### config.mk
export PLATFORM = sky130hd
export DESIGN_NAME = posit8_decode_sched
export DESIGN_NICKNAME = d
export VERILOG_FILES = /design/src/rtl/posit8_pkg.sv /design/src/rtl/posit8_decode_sched_rr_arbiter.sv /design/src/rtl/posit8_decode_sched.sv
export SDC_FILE = /design/constraint.sdc
export NUM_CORES = 1
export LEC_CHECK = 0
export ABC_AREA = 1
export CAP_MARGIN = 0
export CORE_MARGIN = 5
export CORE_UTILIZATION = 55
export CTS_CLUSTER_SIZE = 25
export DETAILED_ROUTE_END_ITERATION = 6
export PLACE_DENSITY = 0.86
export SYNTH_ARGS = -nofsm -noshare
export SYNTH_HDL_FRONTEND = slang
export SYNTH_HIERARCHICAL = 1
export SYNTH_SLANG_ARGS = --single-unit
### constraint.sdc
create_clock -name clk -period 8.3 [get_ports clk]
set_clock_uncertainty 0.05 [all_clocks]
set_input_delay 2.075 -clock clk [delete_from_list [all_inputs] [get_ports clk]]
set_output_delay 2.075 -clock clk [all_outputs]
set_load 0.02 [all_outputs]
### src/rtl/posit8_pkg.sv
// Shared posit8 constants, decoded-field record and the core field decoder.
// The decoder returns raw fields only; special-value flags are added by the caller.
package posit8_pkg;

  localparam logic [7:0] POSIT8_ZERO = 8'h00;
  localparam logic [7:0] POSIT8_NAR  = 8'h80;

  typedef struct packed {
    logic       s;
    logic [7:0] k;
    logic [2:0] r;
    logic [7:0] f;
    logic       zero;
    logic       nar;
  } posit8_fields_t;

  function automatic posit8_fields_t posit8_decode(input logic [7:0] p);
    posit8_fields_t d;
    logic [7:0] a;
    logic [6:0] body;
    logic [3:0] m;
    logic       run;
    a    = p[7] ? (~p + 8'd1) : p;
    body = a[6:0];
    m    = 4'd1;
    run  = 1'b1;
    // Regime run: count bits matching body[6], stopping at the first change.
    for (int i = 5; i >= 0; i--) begin
      if (run && (body[i] == body[6])) m = m + 4'd1;
      else run = 1'b0;
    end
    d.s    = p[7];
    d.k    = body[6] ? ({4'b0, m} - 8'd1) : (8'd0 - {4'b0, m});
    d.r    = (m >= 4'd6) ? 3'd7 : (m[2:0] + 3'd1);
    d.f    = {1'b0, body} << ({1'b0, d.r} + 4'd2);
    d.zero = 1'b0;
    d.nar  = 1'b0;
    return d;
  endfunction

endpackage

### src/rtl/posit8_decode_sched_rr_arbiter.sv
// Round-robin arbiter: scans upward from the pointer, and moves the pointer
// just past the granted requester whenever that grant is taken.
module rr_arbiter #(
  parameter int NREQ = 2
) (
  input  logic            clk,
  input  logic            rst_n,
  input  logic [NREQ-1:0] req,
  input  logic            adv,
  output logic [NREQ-1:0] grant
);

  localparam int PW = (NREQ > 1) ? $clog2(NREQ) : 1;

  logic [PW-1:0] ptr;
  int            gidx;
  logic          found;

  always_comb begin
    grant = '0;
    gidx  = 0;
    found = 1'b0;
    for (int off = 0; off < NREQ; off++) begin
      if (!found && req[(int'(ptr) + off) % NREQ]) begin
        found = 1'b1;
        gidx  = (int'(ptr) + off) % NREQ;
        grant[(int'(ptr) + off) % NREQ] = 1'b1;
      end
    end
  end

  always_ff @(posedge clk or negedge rst_n) begin
    if (!rst_n) ptr <= '0;
    else if (adv) ptr <= PW'((gidx + 1) % NREQ);
  end

endmodule

### src/rtl/posit8_decode_sched.sv
// Shares one posit8 field decoder between NREQ requesters: round-robin grant,
// capture stage, decode, result stage, valid/ready on both sides.
module posit8_decode_sched
  import posit8_pkg::*;
#(
  parameter int NREQ  = 2,
  parameter int TAG_W = 2
) (
  input  logic              clk,
  input  logic              rst_n,
  input  logic [NREQ-1:0]   req_valid,
  input  logic [8*NREQ-1:0] req_data,
  output logic [NREQ-1:0]   req_ready,
  output logic              out_valid,
  input  logic              out_ready,
  output logic [TAG_W-1:0]  out_tag,
  output logic              out_s,
  output logic [7:0]        out_k,
  output logic [2:0]        out_r,
  output logic [7:0]        out_f,
  output logic              out_zero,
  output logic              out_nar
);

  logic             run_q;
  logic             s1_valid, s2_valid;
  logic [7:0]       s1_word;
  logic [TAG_W-1:0] s1_tag, s2_tag;
  posit8_fields_t   s2_fields, dec;

  logic [NREQ-1:0]  grant;
  logic             s1_load, s2_load, xfer;
  logic [7:0]       sel_word;
  logic [TAG_W-1:0] sel_tag;

  rr_arbiter #(.NREQ(NREQ)) u_arb (
    .clk   (clk),
    .rst_n (rst_n),
    .req   (req_valid),
    .adv   (xfer),
    .grant (grant)
  );

  always_comb begin
    sel_word = '0;
    sel_tag  = '0;
    for (int i = 0; i < NREQ; i++) begin
      if (grant[i]) begin
        sel_word = req_data[8*i +: 8];
        sel_tag  = TAG_W'(i);
      end
    end
  end

  // run_q keeps req_ready low from reset until the first edge after release.
  assign s2_load   = !s2_valid || out_ready;
  assign s1_load   = !s1_valid || s2_load;
  assign req_ready = grant & {NREQ{s1_load & run_q}};
  assign xfer      = |(req_valid & req_ready);

  always_comb begin
    dec      = posit8_decode(s1_word);
    dec.zero = (s1_word == POSIT8_ZERO);
    dec.nar  = (s1_word == POSIT8_NAR);
    if (dec.zero) begin
      dec.s = 1'b0;
      dec.k = 8'hF9;
      dec.r = 3'd7;
      dec.f = 8'h00;
    end
  end

  always_ff @(posedge clk or negedge rst_n) begin
    if (!rst_n) begin
      run_q     <= 1'b0;
      s1_valid  <= 1'b0;
      s1_word   <= '0;
      s1_tag    <= '0;
      s2_valid  <= 1'b0;
      s2_tag    <= '0;
      s2_fields <= '0;
    end else begin
      run_q <= 1'b1;
      if (s1_load) begin
        s1_valid <= xfer;
        if (xfer) begin
          s1_word <= sel_word;
          s1_tag  <= sel_tag;
        end
      end
      if (s2_load) begin
        s2_valid <= s1_valid;
        if (s1_valid) begin
          s2_fields <= dec;
          s2_tag    <= s1_tag;
        end
      end
    end
  end

  assign out_valid = s2_valid;
  assign out_tag   = s2_tag;
  assign out_s     = s2_fields.s;
  assign out_k     = s2_fields.k;
  assign out_r     = s2_fields.r;
  assign out_f     = s2_fields.f;
  assign out_zero  = s2_fields.zero;
  assign out_nar   = s2_fields.nar;

endmodule
==> results.json, run 1 <==
{
  "outcome": "complete, no violations",
  "max_freq_mhz": 170,
  "crit_path_start_kind": "input port",
  "wl_mm": 4.67,
  "floorplan.die_area_um2": 5320,
  "antenna_found_initial": 0,
  "drc": 0,
  "ys_seq_area_share_pct": 37.9,
  "worst_skew_pair.late_latency_ns": 0.29,
  "relSlewSlack_pct": 56.1,
  "cts_hold_buffers": 0,
  "yosysWarnings": 6,
  "place_ws_ns": 2.44,
  "min_path_cells": 2,
  "drtPass1Iterations": 4,
  "fin_ws_ns": 2.42,
  "grt_pass1_vias": 1773,
  "hpwlAfterDp_mm": 3.49,
  "postCtsResizedCells": 0,
  "synth-seq-cells": 33,
  "worstPathRequired_ns": 6.18,
  "area_growth_pct": 26.2,
  "num_antenna_cells": 0,
  "report.final.slew_viol_count": 0,
  "ff_latch_area_um2": 826,
  "syn-cell-area_um2": 2180,
  "ant_nets": 0,
  "coreArea_um2": 3740,
  "hold_violations": 0,
  "num_vias": 1879,
  "drt_iter0_drc": 87,
  "cts_tree": "done",
  "worst_r2r_path_depth": 22,
  "min_period_over_period_pct": 70.8,
  "grt_usage_pct": 18.2,
  "synth.avg_cell_area_um2": 7.87,
  "end_kind": "output pin",
  "post-cts-setup-buffers": 0,
  "rsz0062_at_grt": "no",
  "syn_nets": 303,
  "post-route-util_pct": 73.5,
  "grt_max_degree": 34,
  "multi_input_area_um2": 1140,
  "worst-setup-path-type": "in -> out",
  "numCtsBuffers": 5,
  "gp_congestion": 0.853,
  "final_nets": 347,
  "path_max_fanout": 11,
  "period_minus_slack_ns": 5.88,
  "avgRoutedWirePerCell_um": 12.6,
  "drive_gt1_share_pct": 16.5,
  "ys_types": 37,
  "die-width_um": 73.0,
  "fillCellCount": 307,
  "clock_tree.root_cell": "clkbuf_8",
  "io_pins": 48,
  "clockBufferDepth": 2,
  "cap_violations": 0,
  "start_util_pct": 58.2,
  "numPortBuffers": 46,
  "htreeDepth": 2,
  "numClockSinks": 33,
  "viasPerCell": 5.08,
  "arrival_ns": 3.75,
  "grt_overflow": 0,
  "grt_pass1_wl_mm": 7.64,
  "die_h_um": 73.0,
  "rows": 22,
  "fin_setup_tns_ns": 0,
  "worstHoldPathType": "reg -> reg",
  "worst_pin_slew_ns": 0.657,
  "postSynthCellCount": 277,
  "setup_violations": 0,
  "clk_pin_slew_ns": 0.07
}
-- synthesized netlist by cell type, drive strengths merged --
library cell	n	area, um^2
nand2	93	445
dfrtp	33	826
inv	33	134
nand3	32	200
o21ai	23	123
nor2	16	77.6
a22oi	8	60.1
buf	7	61.3
ha	5	62.6
or2	4	25.0
xor2	4	42.6
clkbuf	3	11.3
nand4	3	31.3
o22ai	3	18.8
a21oi	2	10.0
conb	2	7.51
nand3b	2	15.0
clkinv	1	5.00
o211ai	1	7.51
o22a	1	8.76
o31ai	1	7.51
-- worst paths after layout --
path	startpoint	to	slack [ns]
max	req_valid[0]	req_ready[1]	2.42
min	out_f[7]	out_f[7]	0.43
max reg2reg	s1_word[0]	out_f[5]	4.37
min reg2reg	out_f[7]	out_f[7]	0.43
max in group asynchronous	rst_n	out_f[5]	5.76
min in group asynchronous	rst_n	out_valid	2.14
-- cells in the final DEF (no fill, tap or decap), types with 2 or more instances in the layout --
| cell type | n |
|---|---|
| a21oi_1 | 2 |
| inv_4 | 4 |
| o21ai_0 | 17 |
| o21ai_2 | 2 |
| clkbuf_8 | 6 |
| dfrtp_1 | 33 |
| a22oi_1 | 8 |
| nand2_4 | 7 |
| conb_1 | 2 |
| o21ai_1 | 4 |
| nor2_4 | 2 |
| nand3_1 | 24 |
| clkdlybuf4s50_1 | 46 |
| o22ai_1 | 3 |
| nand2_1 | 74 |
| xor2_1 | 3 |
| inv_1 | 26 |
| nor2_1 | 13 |
| nand3b_1 | 2 |
| nand2_2 | 11 |
| nand3_2 | 8 |
| ha_1 | 5 |
| or2_2 | 2 |
| nand4_2 | 2 |
| inv_2 | 3 |
-- cell type report --
type                    instances  share of cell area, %
clock inverters                 1                   1.09
flip-flops and latches         33                   30.0
multi-input cells             200                   41.5
clock buffers                   7                   3.14
inverters                      34                   5.05
repair buffers                 47                   17.0
well taps                      48                   2.18
-- cell families (layout without fill, tap and decap cells) --
logic type / after synthesis / after routing / share of synthesized area (%)
XOR/XNOR: 4 / 4 / 1.95
buffers and inverters: 44 / 89 / 9.70
AND/OR/NAND/NOR: 150 / 150 / 36.5
AO/OA/AOI/OAI: 39 / 39 / 10.8
flip-flops: 33 / 33 / 37.9
adder cells (fa/ha/maj): 5 / 5 / 2.87
other: 2 / 2 / 0.345
-- sequential cells by signal, indices dropped and copies added, names as in the netlist, named ones only --
name and count:
out_f 8, out_k 5, out_nar 1, out_r 3, out_s 1, out_tag 1, out_valid 1, out_zero 1
run_q 1, s1_tag 1, s1_valid 1, s1_word 8
-- layer usage --
layer | global-route usage [%] | part of all wire (%)
met1 | 21.4 | 44
met2 | 33.6 | 50
met3 | 3.99 | 5.5
met4 | 4.30 | 1.2
met5 | 0 | 0
-- critical path: stages --
cell and delay, ns:
clkdlybuf4s50_1 0.44, nand2_1 0.10, nand2_1 0.07, inv_1 0.24, inv_1 0.07, nor2_1 0.14
clkdlybuf4s50_1 0.62
-- metrics by stage --
stage / cells / instance area, um^2 / hold WS [ns]
2_1_floorplan: 277 / 2180 / 0.425
3_3_place_gp: 362 / 2640 / 0.412
3_5_place_dp: 362 / 2640 / 0.415
4_1_cts: 370 / 2750 / 0.433
5_1_grt: 370 / 2750 / 0.466
6_report: 370 / 2750 / 0.427
Power of run 1 is not shown: default switching activity piles up to over one toggle a cycle in this logic, so the estimate is an artifact.
==> run 2, diff against run 1 <==
--- a/config.mk
+++ b/config.mk
@@ -8,10 +8,10 @@
 export ABC_AREA = 1
 export CAP_MARGIN = 0
 export CORE_MARGIN = 5
-export CORE_UTILIZATION = 55
+export CORE_UTILIZATION = 46
 export CTS_CLUSTER_SIZE = 25
 export DETAILED_ROUTE_END_ITERATION = 6
-export PLACE_DENSITY = 0.86
+export PLACE_DENSITY = 0.77
 export SYNTH_ARGS = -nofsm -noshare
 export SYNTH_HDL_FRONTEND = slang
 export SYNTH_HIERARCHICAL = 1
==> constraint.sdc (replaced) <==
create_clock -name clk -period 4.95 [get_ports clk]
set_clock_uncertainty 0.05 [all_clocks]
set_input_delay 1.2375 -clock clk [delete_from_list [all_inputs] [get_ports clk]]
set_output_delay 1.2375 -clock clk [all_outputs]
set_load 0.02 [all_outputs]
==> run 2 against run 1 <==
- utilization is 15 points lower
- design area decreased by 0.68%
- register-to-register slack worse by 3.2 ns
- wire length down 4.3%
- non-clock buffer count is 1 higher
- critical endpoint unchanged
- largest cell class unchanged
==> results.json, run 2 (same netlist as run 1, synthesis figures left out) <==
{
  "die-width_um": 78.8,
  "drive_gt1_share_pct": 16.7,
  "setup_violations": 0,
  "grt_pass1_vias": 1900,
  "ant_nets": 0,
  "numCtsBuffers": 5,
  "clock_tree.root_cell": "clkbuf_8",
  "viasPerCell": 5.11,
  "outcome": "complete, no violations",
  "cap_violations": 0,
  "gp_congestion": 0.856,
  "grt_overflow": 0,
  "min_period_over_period_pct": 85.2,
  "placed_cell_area_um2": 2650,
  "avgRoutedWirePerCell_um": 11.9,
  "start_util_pct": 46.8,
  "path_max_fanout": 11,
  "clk_pin_slew_ns": 0.07,
  "crit_path_start_kind": "input port",
  "io_pins": 48,
  "numClockSinks": 33,
  "final_cell_mix": "nand2_1 (74), clkdlybuf4s50_1 (46), dfrtp_1 (33)",
  "rsz0062_at_grt": "no",
  "max_freq_mhz": 237,
  "cts_tree": "done",
  "fillCellCount": 436,
  "end_kind": "output pin",
  "worst-setup-path-type": "in -> out",
  "clockBufferDepth": 2,
  "htreeDepth": 2,
  "grt_usage_pct": 15.9,
  "floorplan.die_area_um2": 6210,
  "rows": 25,
  "final_area_um2": 2730,
  "numPortBuffers": 46,
  "die_h_um": 78.8,
  "hold_violations": 0,
  "grt_pass1_wl_mm": 7.99,
  "fin_setup_tns_ns": 0,
  "arrival_ns": 2.93,
  "num_antenna_cells": 0,
  "drc": 0,
  "area_growth_pct": 25.4,
  "final_common_cell": "nand2_1",
  "cts_hold_buffers": 0,
  "worst_skew_pair.late_latency_ns": 0.28,
  "hpwlAfterDp_mm": 3.56,
  "worstPathRequired_ns": 3.66,
  "grt_max_degree": 34,
  "drt_iter0_drc": 113,
  "wl_mm": 4.47,
  "num_vias": 1925,
  "coreArea_um2": 4660,
  "worstHoldPathType": "reg -> reg",
  "final_nets": 348,
  "antenna_found_initial": 0,
  "report.final.slew_viol_count": 0,
  "period_minus_slack_ns": 4.22,
  "postCtsResizedCells": 0,
  "drtPass1Iterations": 4,
  "post-cts-setup-buffers": 0,
  "post-route-util_pct": 58.6
}
run 2: final timing paths:
| path | cells past startpoint | slack [ns] | from | endpoint |
|---|---|---|---|---|
| setup / recovery | 7 | 0.73 | req_valid[0] | req_ready[1] |
| hold / removal | 2 | 0.43 | out_f[5] | out_f[5] |
| setup reg to reg | 24 | 1.14 | s1_word[0] | out_f[5] |
| hold reg to reg | 2 | 0.43 | out_f[5] | out_f[5] |
| max in group asynchronous | 2 | 3.25 | rst_n | out_nar |
| min in group asynchronous | 2 | 1.30 | rst_n | out_f[6] |
run 2: area by class of cell:
type	instances	area (um^2)	share of cell area, %
Clock buffer	6	72.6	2.66
Clock inverter	2	10.0	0.366
Inverter	34	139	5.08
Multi-Input combinational cell	200	1140	41.8
Sequential cell	33	826	30.2
Tap cell	54	67.6	2.47
Timing Repair Buffer	48	475	17.4
run 2: layer usage:
layer	up-vias	GRT usage [%]	part of all wire, %
met4	0	6.87	2.4
met2	58	28.8	49
met1	878	18.2	43
met5	-	0	0
li1	977	-	-
met3	12	3.29	5.9
run 2: critical path, stage by stage:
cell             delay [ns]
clkdlybuf4s50_1        0.44
nand2_1                0.10
nand2_1                0.07
inv_1                  0.24
inv_1                  0.07
nor2_1                 0.15
clkdlybuf4s50_1        0.63
run 2: stage by stage:
stage,std cells,setup WS [ns],hold slack [ns]
2_1_floorplan,277,1.65,0.425
3_3_place_gp,369,0.792,0.413
3_5_place_dp,369,0.743,0.414
4_1_cts,377,0.730,0.433
5_1_grt,377,0.596,0.459
6_report,377,0.731,0.427
Power of run 2 is left out for the same reason.
==> run 3, diff against run 2 <==
--- a/config.mk
+++ b/config.mk
@@ -6,8 +6,9 @@
 export NUM_CORES = 1
 export LEC_CHECK = 0
 export ABC_AREA = 1
+export ABC_CLOCK_PERIOD_IN_PS = 4950
 export CAP_MARGIN = 0
-export CORE_MARGIN = 5
+export CORE_MARGIN = 2
 export CORE_UTILIZATION = 46
 export CTS_CLUSTER_SIZE = 25
 export DETAILED_ROUTE_END_ITERATION = 6
==> run 3 against run 2 <==
- worst setup slack gained 0.025 ns
- worst hold slack improved by 0.00065 ns
- cell count is the same
- non-clock buffer count unchanged
- critical path depth unchanged
- utilization grew 0.48 points
- design area is 0.14% higher
- first-iteration DRC count fell by 26%
- global-route usage is 1.9 points higher
- clock-buffer cell count fell by 1
- critical path type unchanged
==> results.json, run 3 (same netlist as run 1, synthesis figures left out) <==
{
  "path_max_fanout": 11,
  "numPortBuffers": 46,
  "fin_setup_tns_ns": 0,
  "setup_violations": 0,
  "worstHoldPathType": "reg -> reg",
  "end_kind": "output pin",
  "final_common_cell": "nand2_1",
  "clk_pin_slew_ns": 0.06,
  "crit_path_start_kind": "input port",
  "outcome": "complete, no violations",
  "cap_violations": 0,
  "rows": 25,
  "cts_tree": "done",
  "wl_mm": 4.28,
  "num_vias": 1896,
  "whs_ns": 0.427,
  "grt_pass1_vias": 1757,
  "post-cts-setup-buffers": 0,
  "hold_violations": 0,
  "period_minus_slack_ns": 4.19,
  "numCtsBuffers": 5,
  "floorplan.die_area_um2": 5300,
  "worst-setup-path-type": "in -> out",
  "grt_overflow": 0,
  "drt_iter0_drc": 84,
  "hpwlAfterDp_mm": 3.46,
  "rsz0062_at_grt": "no",
  "die-width_um": 72.8,
  "arrival_ns": 2.91,
  "fillCellCount": 425,
  "multi_input_area_um2": 1140,
  "ant_nets": 0,
  "avgRoutedWirePerCell_um": 11.3,
  "clockBufferDepth": 2,
  "numClockSinks": 33,
  "die_h_um": 72.8,
  "viasPerCell": 5.03,
  "cts_hold_buffers": 0,
  "grt_max_degree": 34,
  "gp_congestion": 0.866,
  "drc": 0,
  "final_cell_mix": "nand2_1 (74), clkdlybuf4s50_1 (46), dfrtp_1 (33)",
  "htreeDepth": 2,
  "report.final.slew_viol_count": 0,
  "worstPathRequired_ns": 3.66,
  "antenna_found_initial": 0,
  "grt_usage_pct": 17.9,
  "grt_pass1_wl_mm": 7.47,
  "ff_latch_area_um2": 826,
  "io_pins": 48,
  "area_growth_pct": 25.5,
  "num_antenna_cells": 0,
  "final_nets": 348,
  "drive_gt1_share_pct": 17.0,
  "max_freq_mhz": 238,
  "drtPass1Iterations": 4,
  "clock_tree.root_cell": "clkbuf_8",
  "worst_skew_pair.late_latency_ns": 0.29,
  "coreArea_um2": 4630,
  "start_util_pct": 47.1,
  "postCtsResizedCells": 0,
  "min_period_over_period_pct": 84.7
}
==> run 3: cell count changes in the layout (fill, tap and decap cells not counted), sizes merged <==
| cell | before | now |
|---|---|---|
| clkinvlp | 0 | 1 |
| clkbuf | 6 | 5 |
==> run 3: metrics by stage <==
stage	util [%]	instance area, um^2	cells	worst slack (ns)
after floorplan	-	2180	277	1.65
after detailed placement	57.2	2650	369	0.759
after global routing	59.1	2740	377	0.641
final	59.1	2740	377	0.756
after global placement	57.2	2650	369	0.800
after CTS	59.1	2740	377	0.745
==> run 3: area by class of cell <==
class	instances	area share (%)
clock inverter	3	0.640
multi-input combinational	200	41.7
sequential	33	30.2
tap	54	2.47
timing repair buffer	48	17.4
inverter	34	5.08
clock buffer	5	2.51
==> run 3: worst paths after layout <==
kind	from	to	slack, ns	cells past startpoint
worst max register to register	s1_word[0]	out_f[5]	1.15	24
max in group asynchronous	rst_n	s1_word[1]	3.24	2
min in group asynchronous	rst_n	out_k[3]	1.30	2
worst max-delay path	req_valid[0]	req_ready[1]	0.76	7
worst min register to register	out_f[4]	out_f[4]	0.43	2
worst min-delay path	out_f[4]	out_f[4]	0.43	2
==> run 3: critical path, stage by stage <==
cell and delay (ns):
clkdlybuf4s50_1 0.43, nand2_1 0.10, nand2_1 0.07, inv_1 0.23, inv_1 0.07, nor2_1 0.15, clkdlybuf4s50_1 0.62
==> run 3: layer usage <==
layer	wire, um	GRT usage [%]	up-vias	part of all wire, %
met5	0	0	-	0
met4	29	5.56	0	0.68
met3	190	4.28	4	4.4
met2	2200	31.8	42	51
met1	1850	21.2	867	43
li1	-	-	983	-
Power of run 3 is left out for the same reason.
==> variant, RTL diff (settings of run 3) <==
`NREQ` is set to 2 in 2 places; all go to 4.
--- a/src/rtl/posit8_decode_sched_rr_arbiter.sv
+++ b/src/rtl/posit8_decode_sched_rr_arbiter.sv
@@ -2,5 +2,5 @@
 // just past the granted requester whenever that grant is taken.
 module rr_arbiter #(
-  parameter int NREQ = 2
+  parameter int NREQ = 4
 ) (
   input  logic            clk,
--- a/src/rtl/posit8_decode_sched.sv
+++ b/src/rtl/posit8_decode_sched.sv
@@ -4,5 +4,5 @@
   import posit8_pkg::*;
 #(
-  parameter int NREQ  = 2,
+  parameter int NREQ  = 4,
   parameter int TAG_W = 2
 ) (
Interface: changed (resized req_data, req_ready and req_valid); port bits go from 48 to 68. No check against the original RTL was run, so the function may have changed too.
==> variant against run 3 <==
- area after synthesis increased by 34%
- hold slack improved by 0.00095 ns
- wire length up 60%
- sequential cell count grew 3
- setup slack worse by 0.29 ns
- design area is 39% higher
- highest routed layer unchanged
Power is left out: the tool's default activity adds up to more than one toggle a clock period on the data nets, which glitch-free logic cannot reach.
==> variant: results (changes against run 3) <==
reg2reg path depth 23 (-4.2%); Final Net Count 523 (+50%); TritonRoute pass-1 iters 6 (+2); H-tree depth 2 (unchanged); dpl cell area 3660 µm² (+38%); Hold WS 0.428 ns (+0.000946 ns); routed len/inst 12.4 µm (+9.1%); Seq/Total Area, Yosys 30.7% (-7.1 points); Total GRT Usage 20.5% (+2.7 points); reg2reg end out_f[3]$_DFFE_PN0P_; r2r setup slk 1.25 ns (+0.10 ns); Hold Crit Start out_f[6]$_DFFE_PN0P_; run status completed; synth top area cells dfrtp_1, nand2_1, nand3_1; DP HPWL 5.47 mm (+58%); CP max FO 5 (-6); Post-Place Cells 544 (+47%); via count 2855 (+51%); Layout fillers 595 (+40%); Avg Cell Area, Syn 7.22 µm² (-8.3%); Hold EP out_f[6]$_DFFE_PN0P_; max incr delay on CP 0.57 ns (-0.05 ns); Post-synth top cells nand2_1, nand3_1, dfrtp_1; 1st-iter DRT viols 130 (+55%); vias in the first global route 2845 (+62%); arrival time worst endpoint 3.20 ns (+0.29 ns); first-pass GRT wire length 12.2 mm (+63%); gpl congestion 0.831 (-4.1%); largest net degree at the start of global routing 37 (+8.8%); Mapped Nets 455 (+50%); Worst Setup SP req_valid[3]; CP max-delay cell clkdlybuf4s50_1
[variant: cell count changes after synthesis, moves of 8 or more]
cell / before / now
a21oi_1: 2 / 16
a22oi_1: 8 / 0
inv_1: 26 / 34
nand3_1: 24 / 41
nand2_1: 74 / 111
o21ai_0: 17 / 25
inv_2: 3 / 12
[variant: worst max-delay path by stage]
stage                   endpoint  slack (ns)
detailed placement  req_ready[3]        0.08
global placement    req_ready[1]        0.15
global route        req_ready[3]        0.23
finish              req_ready[3]        0.46
floorplan           req_ready[0]        1.10
CTS                 req_ready[3]        0.06
[variant: logic make-up (layout without fill, tap and decap cells)]
family / Yosys count / in the layout / share of synthesized area (%)
XOR/XNOR: 6 / 6 / 1.79
buffers and inverters: 62 / 131 / 9.61
AND/OR/NAND/NOR: 226 / 226 / 40.9
other: 1 / 1 / 0.128
flip-flops: 36 / 36 / 30.7
adder cells (fa/ha/maj): 10 / 10 / 4.27
AO/OA/AOI/OAI: 65 / 65 / 12.6
[variant: final cells by class]
cell class	instances	area, µm²	share of cell area, %
clock inverter	1	30.0	0.792
sequential	36	901	23.7
inverter	49	194	5.11
multi-input combinational	308	1750	46.1
clock buffer	7	96.3	2.54
timing repair buffer	74	728	19.2
tap	77	96.3	2.54
[variant: metal layers]
| layer | routed length (µm) | GRT usage (%) | vias up |
|---|---|---|---|
| met1 | 2980 | 24.7 | 1297 |
| met2 | 3340 | 37.7 | 84 |
| met4 | 57 | 4.11 | 0 |
| met5 | 0 | 0 | - |
| li1 | - | - | 1466 |
| met3 | 459 | 4.35 | 8 |
[variant: stage by stage]
step / worst slack (ns) / util [%]
6_report: 0.462 / 60.8
5_1_grt: 0.231 / 60.8
4_1_cts: 0.0609 / 60.6
3_5_place_dp: 0.0764 / 58.6
3_3_place_gp: 0.152 / 58.6
2_1_floorplan: 1.10 / -
[variant: worst register-to-register path, cell delays in order (launching register included)]
cell     delay [ns]
dfrtp_1        0.41
inv_2          0.13
ha_1           0.24
nand3_2        0.14
nand2_2        0.09
nand2_2        0.08
nand2_4        0.17
inv_2          0.12
nand2_2        0.09
nand2_4        0.07
nor2_8         0.10
nand3_2        0.13
nand2_2        0.12
nand2_4        0.11
inv_1          0.11
ha_1           0.26
inv_1          0.11
nand3_2        0.19
ha_1           0.44
inv_1          0.12
nand2_1        0.14
inv_1          0.07
nand2_1        0.07
nand2_1        0.04
